### src/rtl/audio_sample_fifo_if.sv
// audio_sample_fifo_if -- handshake bundle between the mixer/transmitter side
// (master) and the stereo sample FIFO (slave).
//   wr_req/wr_sample/wr_chan : mixer write strobe, 24-bit sample, L/R tag
//   wr_full                  : FIFO full, writes dropped while high
//   fifo_rdreq               : transmitter read request
//   fifo_empty               : FIFO empty
//   fifo_data                : registered read word {sample, 7'b0, chan}
interface audio_sample_fifo_if;
  logic        wr_req;
  logic [23:0] wr_sample;
  logic        wr_chan;
  logic        wr_full;
  logic        fifo_rdreq;
  logic        fifo_empty;
  logic [31:0] fifo_data;

  modport master (
    output wr_req, wr_sample, wr_chan, fifo_rdreq,
    input  wr_full, fifo_empty, fifo_data
  );

  modport slave (
    input  wr_req, wr_sample, wr_chan, fifo_rdreq,
    output wr_full, fifo_empty, fifo_data
  );
endinterface

### src/rtl/audio_sample_fifo.sv
// audio_sample_fifo -- stereo sample buffer between mixer and serial
// transmitter. Enforces strict L/R alternation on writes, stores 32-bit words,
// returns read data one cycle after each request, and reports fill level,
// overflow, sequencing errors and transmitter underruns.
//   clk          : system clock, rising edge
//   reset_n      : asynchronous active-low reset
//   bus          : write/read handshake (slave modport)
//   level        : words currently stored
//   err_clear    : clears overflow, seq_err, underrun_cnt
//   overflow     : sticky, write attempted while full
//   seq_err      : sticky, write with unexpected channel tag
//   underrun_cnt : saturating count of reads while empty
module audio_sample_fifo #(
  parameter int ADDR_W = 4
) (
  input  logic              clk,
  input  logic              reset_n,
  audio_sample_fifo_if.slave bus,
  output logic [ADDR_W:0]   level,
  input  logic              err_clear,
  output logic              overflow,
  output logic              seq_err,
  output logic [7:0]        underrun_cnt
);
  localparam int DEPTH = 1 << ADDR_W;

  logic [31:0]     mem [DEPTH];
  logic [ADDR_W:0] wr_ptr;
  logic [ADDR_W:0] rd_ptr;
  logic            exp_chan;

  logic wr_accept;
  logic wr_bad_tag;
  logic rd_valid;
  logic rd_under;

  // Pointers carry one extra bit so full and empty are distinguishable.
  assign level          = wr_ptr - rd_ptr;
  assign bus.fifo_empty = (level == '0);
  assign bus.wr_full    = (level == (ADDR_W + 1)'(DEPTH));

  // Full is checked before the tag, so a write while full never flags seq_err.
  assign wr_accept  = bus.wr_req & ~bus.wr_full & (bus.wr_chan == exp_chan);
  assign wr_bad_tag = bus.wr_req & ~bus.wr_full & (bus.wr_chan != exp_chan);
  assign rd_valid   = bus.fifo_rdreq & ~bus.fifo_empty;
  assign rd_under   = bus.fifo_rdreq & bus.fifo_empty;

  // NOTE: the storage array has no reset; pointers define validity, and
  // leaving it unreset lets synthesis map it onto RAM.
  always_ff @(posedge clk) begin
    if (wr_accept)
      mem[wr_ptr[ADDR_W-1:0]] <= {bus.wr_sample, 7'b0, bus.wr_chan};
  end

  // NOTE: all state uses non-blocking assignments so every register samples
  // pre-edge values (full/empty are evaluated on pre-edge pointers).
  always_ff @(posedge clk or negedge reset_n) begin
    if (!reset_n) begin
      wr_ptr        <= '0;
      rd_ptr        <= '0;
      exp_chan      <= 1'b0;
      bus.fifo_data <= '0;
      overflow      <= 1'b0;
      seq_err       <= 1'b0;
      underrun_cnt  <= '0;
    end else begin
      if (wr_accept) begin
        wr_ptr   <= wr_ptr + 1'b1;
        exp_chan <= ~exp_chan;
      end

      if (rd_valid) begin
        bus.fifo_data <= mem[rd_ptr[ADDR_W-1:0]];
        rd_ptr        <= rd_ptr + 1'b1;
      end else if (rd_under) begin
        bus.fifo_data <= '0;
      end

      // Error events take priority over err_clear in the same cycle.
      if (bus.wr_req && bus.wr_full) overflow <= 1'b1;
      else if (err_clear)            overflow <= 1'b0;

      if (wr_bad_tag)     seq_err <= 1'b1;
      else if (err_clear) seq_err <= 1'b0;

      if (rd_under) begin
        if (err_clear)                  underrun_cnt <= 8'd1;
        else if (underrun_cnt != 8'hFF) underrun_cnt <= underrun_cnt + 8'd1;
      end else if (err_clear) begin
        underrun_cnt <= '0;
      end
    end
  end
endmodule

### src/flat_wrapper.sv
// flat-port wrapper written by rule: the top's interface ports become plain ports
module audio_sample_fifo_flat 
#(
  parameter int ADDR_W = 4
)
  (clk, reset_n, level, err_clear, overflow, seq_err, underrun_cnt, bus_wr_req, bus_wr_sample, bus_wr_chan, bus_fifo_rdreq, bus_wr_full, bus_fifo_empty, bus_fifo_data);
  audio_sample_fifo_if bus_i ();
  input  logic clk;
  input  logic reset_n;
  output logic [ADDR_W:0] level;
  input  logic err_clear;
  output logic overflow;
  output logic seq_err;
  output logic [7:0] underrun_cnt;
  input wire logic [$bits(bus_i.wr_req)-1:0] bus_wr_req;
  input wire logic [$bits(bus_i.wr_sample)-1:0] bus_wr_sample;
  input wire logic [$bits(bus_i.wr_chan)-1:0] bus_wr_chan;
  input wire logic [$bits(bus_i.fifo_rdreq)-1:0] bus_fifo_rdreq;
  output wire logic [$bits(bus_i.wr_full)-1:0] bus_wr_full;
  output wire logic [$bits(bus_i.fifo_empty)-1:0] bus_fifo_empty;
  output wire logic [$bits(bus_i.fifo_data)-1:0] bus_fifo_data;
  assign bus_i.wr_req = bus_wr_req;
  assign bus_i.wr_sample = bus_wr_sample;
  assign bus_i.wr_chan = bus_wr_chan;
  assign bus_i.fifo_rdreq = bus_fifo_rdreq;
  assign bus_wr_full = bus_i.wr_full;
  assign bus_fifo_empty = bus_i.fifo_empty;
  assign bus_fifo_data = bus_i.fifo_data;
  audio_sample_fifo #(.ADDR_W(ADDR_W)) u_core (.clk(clk), .reset_n(reset_n), .bus(bus_i), .level(level), .err_clear(err_clear), .overflow(overflow), .seq_err(seq_err), .underrun_cnt(underrun_cnt));
endmodule
### config.mk
export PLATFORM = sky130hd
export DESIGN_NAME = audio_sample_fifo_flat
export DESIGN_NICKNAME = d
export VERILOG_FILES = /design/src/rtl/audio_sample_fifo_if.sv /design/src/rtl/audio_sample_fifo.sv /design/src/flat_wrapper.sv
export SDC_FILE = /design/constraint.sdc
export NUM_CORES = 1
export LEC_CHECK = 0
export BUFFER_PORTS_ARGS = -buffer_cell sky130_fd_sc_hd__buf_2
export CAP_MARGIN = 0
export CORE_MARGIN = 1.5
export CORE_UTILIZATION = 30
export DETAILED_ROUTE_END_ITERATION = 8
export HOLD_SLACK_MARGIN = 0.06
export PLACE_DENSITY = 0.56
export SLEW_MARGIN = 20
export SYNTH_ARGS = -nofsm -noshare
export SYNTH_HDL_FRONTEND = slang
export SYNTH_SLANG_ARGS = --single-unit
### constraint.sdc
create_clock -name clk -period 5.25 [get_ports clk]
set_clock_uncertainty 0.05 [all_clocks]
set_input_delay 0.7875 -clock clk [delete_from_list [all_inputs] [get_ports clk]]
set_output_delay 0.7875 -clock clk [all_outputs]
set_load 0.01 [all_outputs]
==> summary.md, run 1 <==
| Metric | Value |
|---|---|
| Worst slew margin | `29.6%` |
| Post-CTS Setup Inserts | `0` |
| Mapped Area | `0.0172 mm^2` |
| Status | `completed` |
| Antenna cells | `0` |
| DRT Pass-1 Iters | `4` |
| DIE WIDTH | `242 um` |
| Total detailed-routing wirelength | `38000 um` |
| Seq/Total Area, Yosys | `76.7%` |
| Final period util | `77.2%` |
| RSZ-0062 raised after global routing | `no` |
| CTS H-tree depth | `2` |
| FF/Latch Area | `0.0132 mm^2` |
| Number of DRC markers in iteration 0 | `619` |
| ANT nets after route | `0` |
| Number of enable flip-flop cells after synthesis | `400` |
| Antenna violations before repair | `2` |
| GRT overflow | `0` |
| Cts bufs inserted | `46` |
| CTS tree | `built` |
| Post-synthesis average cell area | `20.6 um^2` |
| Post-route minimum period | `4.05 ns` |
| Count of final hold-check violations | `0` |
| Synth Flop Type | `edfxtp_1` |
| Area delta synth->final | `16.3%` |
| Synth top area share | `70.0%` |
| Via density | `4.81` |
| Initial core utilization | `30.4%` |
| Die height | `242 um` |
| Leading post-synthesis cells by cell area | `edfxtp_1, mux4_2, dfrtp_1` |
| HP Class | `primary input to async pin` |
| Share of layout cells above drive strength 1 | `28.2%` |
| Yosys cell types | `43` |
| CP startpoint kind | `register` |
| Most numerous cell in the Yosys netlist | `edfxtp_1` |
| Die area | `0.0587 mm^2` |
| Crit Path Max Fanout | `10` |
| CTS Sinks | `446` |
| Final setup vio count | `0` |
| Worst Path Required | `4.41 ns` |
| Nets@finish | `967` |
| DRC | `0` |
| Vias in the first global route | `8778` |
| Fin Setup TNS | `0 ns` |
| Core area | `0.0565 mm^2` |
| Power Total | `10.6 mW` |
| Buffers on Ports | `71` |
| Top-Level Pins | `79` |
| Pleak | `6.49 nW` |
| Worst vdd ir | `0.363 mV` |
| Via count | `8266` |
| WL/cell | `22.1 um` |
| Placer Congestion | `0.738` |
| CP Class | `register to output pin` |
| Critical path capture point type | `output pin` |
| First-pass GRT wire length | `57100 um` |
| Worst skew pair latency | `0.56 ns` |
| Root buffer cell | `clkbuf_16` |
| Final Util | `35.3%` |
| Tot GR Track Use | `13.0%` |
| Maxcap violations | `0` |
| Async SR Flop Fraction | `10.3%` |
| Fillers | `5229` |
| Fmax | `247 MHz` |
| CTS max path bufs | `3` |
| Post-DP HPWL | `21300 um` |
| Register bit count reported by yosys | `446` |
| Multi-input gate area | `0.00375 mm^2` |
| Synth cell count leaders | `edfxtp_1, mux4_2, o22ai_1` |
| Worst endpoint data arrival time | `3.22 ns` |
| Post_cts resized | `0` |
| Slew @ Worst Pin | `1.05 ns` |
| Post-Synthesis Cells | `834` |
| Largest net degree at the start of global routing | `104` |
| FP Rows | `87` |
| CTS clk-pin slew, worst paths | `0.06 ns` |
| Pwr/cell area | `529 mW/mm^2` |
| Post-synth top area cell | `edfxtp_1` |
| Hold buffers post-CTS | `0` |
| Warnings from Yosys | `0` |
| Max Slew Vio Count | `0` |
-- flip-flops by register name (all words and copies together) (netlist names) --
signal,flops
u_core.bus.fifo_data,25
u_core.exp_chan,1
u_core.mem,400
u_core.overflow,1
u_core.rd_ptr,5
u_core.seq_err,1
u_core.underrun_cnt,8
u_core.wr_ptr,5
-- worst paths after layout --
| check | to | startpoint | slack (ns) | cells past startpoint |
|---|---|---|---|---|
| setup / recovery | bus_wr_full | u_core.wr_ptr[0] | 1.20 | 8 |
| hold / removal | u_core.underrun_cnt[5] | reset_n | 0.32 | 2 |
| setup reg to reg | u_core.mem[14][4] | u_core.wr_ptr[0] | 1.36 | 9 |
| hold reg to reg | u_core.rd_ptr[4] | u_core.rd_ptr[4] | 0.44 | 1 |
| max in group asynchronous | u_core.rd_ptr[0] | reset_n | 4.29 | 2 |
| min in group clk | u_core.rd_ptr[4] | u_core.rd_ptr[4] | 0.44 | 1 |
-- layer usage --
layer	vias up	share of wire [%]	track usage, %
met1	4377	44	17.0
met4	4	2.2	4.23
met5	-	0.087	0
met3	63	4.2	2.46
li1	3629	-	-
met2	193	50	21.8
-- critical path, stage by stage (launching register included) --
cell and delay [ns]:
dfrtp_1 0.41, inv_1 0.14, ha_1 0.19, inv_1 0.05
fa_1 0.47, nor3b_1 0.22, nand4b_1 0.18, a211oi_2 0.72
buf_2 0.27
-- where the power goes --
group | total (mW) | internal (mW) | switching (mW)
clock | 3.13 | 1.81 | 1.32
sequential | 4.41 | 4.25 | 0.166
combinational | 3.00 | 1.29 | 1.72
-- placed cells by master (no fill, tap or decap), types with 2 or more instances in the layout --
cell type / Yosys / final
clkinv_1: 0 / 8
nor3_2: 0 / 4
nand4_1: 4 / 4
nor3b_1: 3 / 3
o22ai_1: 51 / 51
dfrtp_2: 0 / 2
a21oi_1: 9 / 9
nand2_1: 16 / 16
clkbuf_8: 0 / 4
nand4b_1: 2 / 2
mux4_2: 100 / 100
o32ai_1: 25 / 25
o21ai_0: 6 / 6
clkinv_8: 0 / 2
inv_1: 37 / 37
ha_1: 10 / 10
or3_1: 2 / 2
or4_1: 3 / 3
nand3_1: 10 / 10
nor2_4: 0 / 11
clkbuf_1: 26 / 16
clkinv_2: 0 / 5
xor2_1: 6 / 6
edfxtp_1: 400 / 400
and3_1: 3 / 3
nor2_1: 18 / 7
nand3b_1: 3 / 3
conb_1: 1 / 7
xnor2_1: 6 / 6
o31ai_1: 4 / 4
clkbuf_16: 0 / 47
buf_2: 15 / 71
bufinv_16: 0 / 2
dfrtp_1: 46 / 43
buf_4: 7 / 15
-- cell type report --
class / instances / area share (%)
clock buffers: 67 / 6.47
clock inverters: 18 / 0.784
inverters: 38 / 0.715
multi-input cells: 306 / 18.8
flip-flops and latches: 446 / 66.0
well taps: 756 / 4.74
repair buffers: 88 / 2.50
-- cells by family after synthesis --
logic type | count (synthesis) | synth area share, %
simple gates | 74 | 2.27
compound gates | 100 | 4.08
xor+xnor | 12 | 0.612
fa+ha+maj | 11 | 0.846
other cells | 1 | 0.0218
mux | 102 | 13.3
flops | 446 | 76.7
buf+inv | 88 | 2.23
-- metrics by stage --
step	hold slack [ns]	area (um^2)	worst slack [ns]	cells
final	0.322	20000	1.20	1719
after detailed placement	0.431	18500	1.31	1634
after CTS	0.334	20000	1.18	1719
after global routing	0.368	20000	0.978	1719
after global placement	0.428	18500	1.44	1633
after floorplan	0.410	17200	0.665	840
No activity file was read; power rests on OpenSTA's default activity.
==> run 2: changes to the inputs <==
Settings changed: ABC_AREA set to 1.
Clock period 5.25 ns to 3.8 ns, I/O delays scaled along.
==> run 2 against run 1 <==
Global-route usage grew 1.3 points; routed wire length grew 19%; power rose by 47%; worst setup slack lost 0.68 ns; critical path type unchanged; largest cell class unchanged; largest power group unchanged; highest routed layer unchanged.
==> summary.md, run 2 <==
| Metric | Value |
|---|---|
| Seq/Total Area, Yosys | `71.3% (was 76.7%)` |
| Die height | `251 um (was 242 um)` |
| DRC | `0 (unchanged)` |
| Worst skew pair latency | `0.58 ns (was 0.56 ns)` |
| Post-synth top area cell | `edfxtp_1 (unchanged)` |
| Yosys cell types | `37 (was 43)` |
| RSZ-0062 raised after global routing | `no (unchanged)` |
| Antenna violations before repair | `5 (was 2)` |
| Final period util | `86.5%` |
| Core area | `0.0606 mm^2 (was 0.0565 mm^2)` |
| Sw Pwr | `5.72 mW (was 3.20 mW)` |
| Number of DRC markers in iteration 0 | `847 (was 619)` |
| CTS clk-pin slew, worst paths | `0.06 ns (about the same)` |
| Most common cell after layout, fill and taps aside | `nand2_1 (was edfxtp_1)` |
| Post_cts resized | `0 (unchanged)` |
| Synth Flop Type | `edfxtp_1 (unchanged)` |
| Synth top area share | `65.1% (was 70.0%)` |
| DIE WIDTH | `251 um (was 242 um)` |
| CTS tree | `built (unchanged)` |
| Hold buffers post-CTS | `1 (was 0)` |
| Async SR Flop Fraction | `10.3% (unchanged)` |
| Multi-input gate area | `0.00474 mm^2 (was 0.00375 mm^2)` |
| Finished Layout Cells | `2459 (was 1719)` |
| FF/Latch Area | `0.0132 mm^2 (unchanged)` |
| Master of the slowest instance on the critical path | `fa_1 (was a211oi_2)` |
| Total detailed-routing wirelength | `45200 um (was 38000 um)` |
| Max FFs per register | `400 (unchanged)` |
| Warnings from Yosys | `0 (unchanged)` |
| Sequential share of power | `38.4% (was 41.8%)` |
| Buffers & Inverters on Critical Path | `3 (unchanged)` |
| Worst vdd ir | `0.545 mV (was 0.363 mV)` |
| Root buffer cell | `clkbuf_16 (unchanged)` |
| Fmax | `304 MHz` |
| CP startpoint kind | `register (unchanged)` |
| WL/cell | `18.4 um (was 22.1 um)` |
| Count of final hold-check violations | `0 (unchanged)` |
| Worst endpoint data arrival time | `2.67 ns (was 3.22 ns)` |
| Leading post-synthesis cells by cell area | `edfxtp_1, nand2_1, dfrtp_1 (was edfxtp_1, mux4_2, dfrtp_1)` |
| CTS max path bufs | `3 (unchanged)` |
| Critical path capture point type | `output pin (unchanged)` |
| CTS Sinks | `446 (unchanged)` |
| Power Internal | `9.83 mW (was 7.35 mW)` |
| Crit Path Max Fanout | `6 (was 10)` |
| CP delay by family, top | `simple AND/OR/NAND/NOR gates (was compound AO/OA/AOI/OAI gates)` |
| GRT overflow | `0 (unchanged)` |
| Cts bufs inserted | `45 (was 46)` |
| Via count | `11732 (was 8266)` |
| Register bit count reported by yosys | `446 (unchanged)` |
| Clock power frac | `28.1% (was 29.7%)` |
| Fillers | `5868 (was 5229)` |
| Mapped Area | `0.0185 mm^2 (was 0.0172 mm^2)` |
| Die area | `0.0630 mm^2 (was 0.0587 mm^2)` |
| Logic pwr share | `33.5% (was 28.5%)` |
| Sw frac | `36.8% (was 30.4%)` |
| Final setup vio count | `0 (unchanged)` |
| Worst Path Required | `3.18 ns (was 4.41 ns)` |
| DRT Pass-1 Iters | `5 (was 4)` |
| Via density | `4.77 (was 4.81)` |
| Top-Level Pins | `79 (unchanged)` |
| Crit path cell chain | `inv_1 > ha_1 > inv_1 > fa_1 > or2_4 > nor2_4 > nand3_4 > nor2_8 > buf_2 (was inv_1 > ha_1 > inv_1 > fa_1 > nor3b_1 > nand4b_1 > a211oi_2 > buf_2)` |
| Max Slew Vio Count | `0 (unchanged)` |
| Status | `completed (unchanged)` |
| Largest net degree at the start of global routing | `205 (was 104)` |
| Buffers on Ports | `71 (unchanged)` |
| Nets@finish | `1682 (was 967)` |
| Pwr/cell area | `736 mW/mm^2 (was 529 mW/mm^2)` |
| CP Class | `register to output pin (unchanged)` |
| Post-route minimum period | `3.29 ns` |
| Most frequent cells in the layout | `nand2_1, edfxtp_1, nand3_1, a21oi_1, buf_2 (was edfxtp_1, mux4_2, buf_2, o22ai_1, clkbuf_16)` |
| Synth cell count leaders | `nand2_1, edfxtp_1, nand3_1 (was edfxtp_1, mux4_2, o22ai_1)` |
| ANT nets after route | `0 (unchanged)` |
| Pleak | `8.08 nW (was 6.49 nW)` |
| Number of enable flip-flop cells after synthesis | `400 (unchanged)` |
| Slowest cell delay on critical path | `0.45 ns (was 0.72 ns)` |
| Most numerous cell in the Yosys netlist | `nand2_1 (was edfxtp_1)` |
| Post-synthesis average cell area | `11.7 um^2 (was 20.6 um^2)` |
| HP Class | `primary input to register (was primary input to async pin)` |
| Tot GR Track Use | `14.4% (was 13.0%)` |
| Vias in the first global route | `11178 (was 8778)` |
| Placed Cells | `2375 (was 1634)` |
| FP Rows | `90 (was 87)` |
| Worst slew margin | `26.5% (was 29.6%)` |
| R2R setup slack | `0.74 ns (was 1.36 ns)` |
| Fin Setup TNS | `0 ns (unchanged)` |
| Area delta synth->final | `14.5% (was 16.3%)` |
| Maxcap violations | `0 (unchanged)` |
| Post-CTS Setup Inserts | `0 (unchanged)` |
| Most frequent CP cell | `inv_1 (unchanged)` |
| CTS H-tree depth | `2 (unchanged)` |
| Initial core utilization | `30.5% (was 30.4%)` |
| First-pass GRT wire length | `69400 um (was 57100 um)` |
| Slew @ Worst Pin | `1.10 ns (was 1.05 ns)` |
| Post-Synthesis Cells | `1575 (was 834)` |
| Placer Congestion | `0.781 (was 0.738)` |
| Post-DP HPWL | `25100 um (was 21300 um)` |
| Share of layout cells above drive strength 1 | `13.2% (was 28.2%)` |
run 2: through the flow:
step	area, um^2	hold slack [ns]	setup slack, ns	total power, mW	util, %
global route	21100	0.229	0.296	16.5	34.9
detailed placement	19700	0.414	0.729	11.3	32.5
global placement	19700	0.409	0.785	11.3	32.5
CTS	21100	0.203	0.467	15.7	34.9
floorplan	18500	0.224	-0.471	9.72	-
finish	21100	0.244	0.512	15.6	34.9
run 2: layer usage:
metal  wire (um)  vias to the layer above  global-route usage, %
met1       20800                     5718                   20.2
met4         822                       10                   3.60
met2       20600                      333                   22.3
met5          64                        -                      0
met3        2920                       74                   3.39
li1            -                     5597                      -
run 2: worst register-to-register path, cell delays in order (launching register included):
cell     delay, ns
dfrtp_1       0.42
inv_1         0.14
ha_1          0.16
inv_1         0.06
fa_1          0.41
nand3_1       0.13
nand2_1       0.07
nand2_1       0.10
nand2_4       0.10
nand3_2       0.12
nand3_4       0.29
nor3_2        0.22
buf_4         0.45
run 2: logic make-up after synthesis:
family                   after synthesis  share of synthesized area (%)
AND/OR/NAND/NOR                      843                           19.4
flip-flops                           446                           71.3
AO/OA/AOI/OAI                        137                           4.22
buffers and inverters                123                           3.53
XOR/XNOR                              14                          0.665
adder cells (fa/ha/maj)               11                          0.787
other                                  1                         0.0203
run 2: layout make-up:
type                    instances  share of cell area, %
repair buffers                110                   3.26
well taps                     782                   4.63
diodes                          1                 0.0118
clock buffers                  57                   5.78
inverters                      26                  0.497
flip-flops and latches        446                   62.3
multi-input cells            1012                   22.4
clock inverters                25                   1.07
run 2: path summary, 6_finish.rpt:
check                                    startpoint                       end  depth (start not counted)
max                                u_core.wr_ptr[0]            bus_fifo_empty                          9
min                                      bus_wr_req           u_core.overflow                          3
max reg2reg                        u_core.wr_ptr[0]         u_core.mem[14][8]                         12
min reg2reg                u_core.bus.fifo_data[29]  u_core.bus.fifo_data[29]                          2
max in group asynchronous                   reset_n          u_core.rd_ptr[2]                          3
min in group asynchronous                   reset_n  u_core.bus.fifo_data[10]                          2
run 2: power by group through the flow:
stage | sequential (mW) | clock, mW | combinational (mW)
after floorplan | 6.10 | 0 | 3.62
after CTS | 5.98 | 4.47 | 5.29
final | 5.97 | 4.37 | 5.21
after global placement | 6.07 | 0 | 5.24
after global routing | 6.02 | 4.66 | 5.86
after detailed placement | 6.08 | 0 | 5.27
==> run 3: changes to the inputs <==
==> constraint.sdc (replaced) <==
create_clock -name clk -period 3.8 [get_ports clk]
set_clock_uncertainty 0.05 [all_clocks]
set_input_delay 0.76 -clock clk [delete_from_list [all_inputs] [get_ports clk]]
set_output_delay 0.76 -clock clk [all_outputs]
set_load 0.01 [all_outputs]
==> run 3 against run 2 <==
Worst hold slack better by 0.011 ns; sequential share of layout area is 0.55 points lower; design area is 0.89% higher; critical path type unchanged; fmax is 6.6% lower; final cell count is 0.28% higher; worst setup slack worse by 0.23 ns; power is 2.4% higher; highest routed layer unchanged; critical path depth stayed put; register-to-register slack hardly changed; clock-buffer cell count is 10 higher; flip-flop and latch count stayed put.
==> summary.md, run 3 (synthesis gave the netlist of run 2 again) <==
| Metric | Value |
|---|---|
| Status | `completed (unchanged)` |
| Post_cts resized | `0 (unchanged)` |
| Vias in the first global route | `11567 (was 11178)` |
| DRT Pass-1 Iters | `5 (unchanged)` |
| Max Slew Vio Count | `0 (unchanged)` |
| Post-DP HPWL | `25800 um (was 25100 um)` |
| Top-Level Pins | `79 (unchanged)` |
| DRC | `0 (unchanged)` |
| Maxcap violations | `0 (unchanged)` |
| Crit Path Max Fanout | `6 (unchanged)` |
| Via density | `4.75 (was 4.77)` |
| Max FFs per register | `400 (unchanged)` |
| Power Total | `15.9 mW (was 15.6 mW)` |
| Area post-placement | `0.0197 mm^2 (about the same)` |
| WL/cell | `18.5 um (was 18.4 um)` |
| CP delay by family, top | `simple AND/OR/NAND/NOR gates (unchanged)` |
| Crit path cell chain | `inv_1 > ha_1 > inv_1 > fa_1 > or2_4 > nor2_4 > nand3_4 > nor2_8 > buf_2 (unchanged)` |
| Master of the slowest instance on the critical path | `fa_1 (unchanged)` |
| CTS max path bufs | `3 (unchanged)` |
| Slowest cell delay on critical path | `0.45 ns (about the same)` |
| Reg-to-reg endpoint | `u_core.mem[13][12] (was u_core.mem[14][8])` |
| Most common cell after layout, fill and taps aside | `nand2_1 (unchanged)` |
| Root buffer cell | `clkbuf_16 (unchanged)` |
| R2R setup slack | `0.73 ns (was 0.74 ns)` |
| First-pass GRT wire length | `70500 um (was 69400 um)` |
| Initial core utilization | `30.5% (unchanged)` |
| Critical path capture point type | `output pin (unchanged)` |
| Post-CTS Setup Inserts | `0 (unchanged)` |
| CP Class | `register to output pin (unchanged)` |
| Die area | `0.0630 mm^2 (unchanged)` |
| Fmax | `284 MHz (was 304 MHz)` |
| Final instance area | `0.0213 mm^2 (was 0.0211 mm^2)` |
| CTS H-tree depth | `2 (unchanged)` |
| Count of final hold-check violations | `0 (unchanged)` |
| Number of DRC markers in iteration 0 | `986 (was 847)` |
| Most frequent CP cell | `inv_1 (unchanged)` |
| CTS Sinks | `446 (unchanged)` |
| Largest net degree at the start of global routing | `205 (unchanged)` |
| Die height | `251 um (unchanged)` |
| ANT nets after route | `0 (unchanged)` |
| Slew @ Worst Pin | `0.980 ns (was 1.10 ns)` |
| Buffers on Ports | `71 (unchanged)` |
| Antenna violations before repair | `4 (was 5)` |
| Hold slack | `0.254 ns (was 0.244 ns)` |
| Worst skew pair latency | `0.59 ns (was 0.58 ns)` |
| Worst endpoint data arrival time | `2.71 ns (was 2.67 ns)` |
| Worst r2r path cells | `12 (unchanged)` |
| Cts bufs inserted | `47 (was 45)` |
| Final Util | `35.2% (was 34.9%)` |
| Worst R2R Start | `u_core.wr_ptr[0] (unchanged)` |
| Pleak | `8.16 nW (was 8.08 nW)` |
| Final setup vio count | `0 (unchanged)` |
| Tot GR Track Use | `14.6% (was 14.4%)` |
| Fillers | `5935 (was 5868)` |
| Total detailed-routing wirelength | `45600 um (was 45200 um)` |
| Nets@finish | `1686 (was 1682)` |
| Buffers & Inverters on Critical Path | `3 (unchanged)` |
| CTS tree | `built (unchanged)` |
| FP Rows | `90 (unchanged)` |
| Worst Path Required | `2.99 ns (was 3.18 ns)` |
| GRT overflow | `0 (unchanged)` |
| Placer Congestion | `0.761 (was 0.781)` |
| CTS clk-pin slew, worst paths | `0.06 ns (about the same)` |
| Pwr/cell area | `747 mW/mm^2 (was 736 mW/mm^2)` |
| HP Class | `primary input to async pin (was primary input to register)` |
| Via count | `11714 (was 11732)` |
| Area delta synth->final | `15.6% (was 14.5%)` |
| DIE WIDTH | `251 um (unchanged)` |
| Core area | `0.0606 mm^2 (unchanged)` |
| Share of layout cells above drive strength 1 | `13.6% (was 13.2%)` |
| Worst vdd ir | `0.446 mV (was 0.545 mV)` |
| Final period util | `92.6% (was 86.5%)` |
| Worst slew margin | `34.7% (was 26.5%)` |
| Hold buffers post-CTS | `0 (was 1)` |
| Most frequent cells in the layout | `nand2_1, edfxtp_1, nand3_1, a21oi_1, buf_2 (unchanged)` |
| RSZ-0062 raised after global routing | `no (unchanged)` |
| CP startpoint kind | `register (unchanged)` |
| Post-route minimum period | `3.52 ns (was 3.29 ns)` |
run 3: changes by cell type in the layout (fill, tap and decap cells not counted), moves of 2 or more:
| cell | delta |
|---|---|
| clkbuf_1 | +3 |
| clkinv_1 | -3 |
| clkinv_2 | -3 |
| clkbuf_16 | +4 |
| clkinv_4 | -2 |
| clkinvlp_4 | +2 |
| bufinv_16 | +2 |
| clkbuf_8 | +3 |
| buf_4 | +3 |
run 3: how the worst max path moves through the flow:
stage,depth (start not counted),slack (ns),startpoint,endpoint
after floorplan,13,-0.47,u_core.rd_ptr[1],u_core.mem[0][0]
after global placement,12,0.75,u_core.wr_ptr[0],u_core.mem[12][12]
after detailed placement,12,0.73,u_core.wr_ptr[0],u_core.mem[13][10]
after CTS,9,0.22,u_core.wr_ptr[0],bus_fifo_empty
after global routing,9,0.10,u_core.wr_ptr[0],bus_fifo_empty
final,9,0.28,u_core.wr_ptr[0],bus_fifo_empty
run 3: report_power, final:
part	switching, mW	total (mW)	internal [mW]
logic	3.63	5.19	1.56
clock network	1.91	4.77	2.87
registers	0.195	5.97	5.78
total	5.73	15.9	10.2
run 3: area by class of cell:
cell class                      count  area, um^2  share of cell area [%]
Timing Repair Buffer              112         701                    3.29
Multi-Input combinational cell   1012        4740                    22.3
Clock buffer                       67        1370                    6.44
Antenna cell                        1        2.50                  0.0117
Tap cell                          782         978                    4.59
Inverter                           26         105                   0.493
Clock inverter                     20         249                    1.17
Sequential cell                   446       13200                    61.8
run 3: per-layer routing:
metal	up-vias	track usage, %	share of wire, %
li1	5605	-	-
met1	5728	20.5	46
met2	309	23.1	46
met3	66	2.97	5.8
met4	6	3.67	1.9
met5	-	0	0.088
run 3: worst reg2reg max path: cells and delay by family, from the launching register on:
kind	cells	cell delay [ns]
AND/OR/NAND/NOR	7	1.06
adder cells (fa/ha/maj)	2	0.56
buffers and inverters	3	0.62
flip-flops	1	0.42
run 3: stage by stage:
| step | setup WS (ns) | setup TNS, ns | std cells |
|---|---|---|---|
| 2_1_floorplan | -0.471 | -176.57 | 1581 |
| 3_3_place_gp | 0.748 | 0 | 2378 |
| 3_5_place_dp | 0.727 | 0 | 2378 |
| 4_1_cts | 0.220 | 0 | 2465 |
| 5_1_grt | 0.101 | 0 | 2465 |
| 6_report | 0.279 | 0 | 2466 |
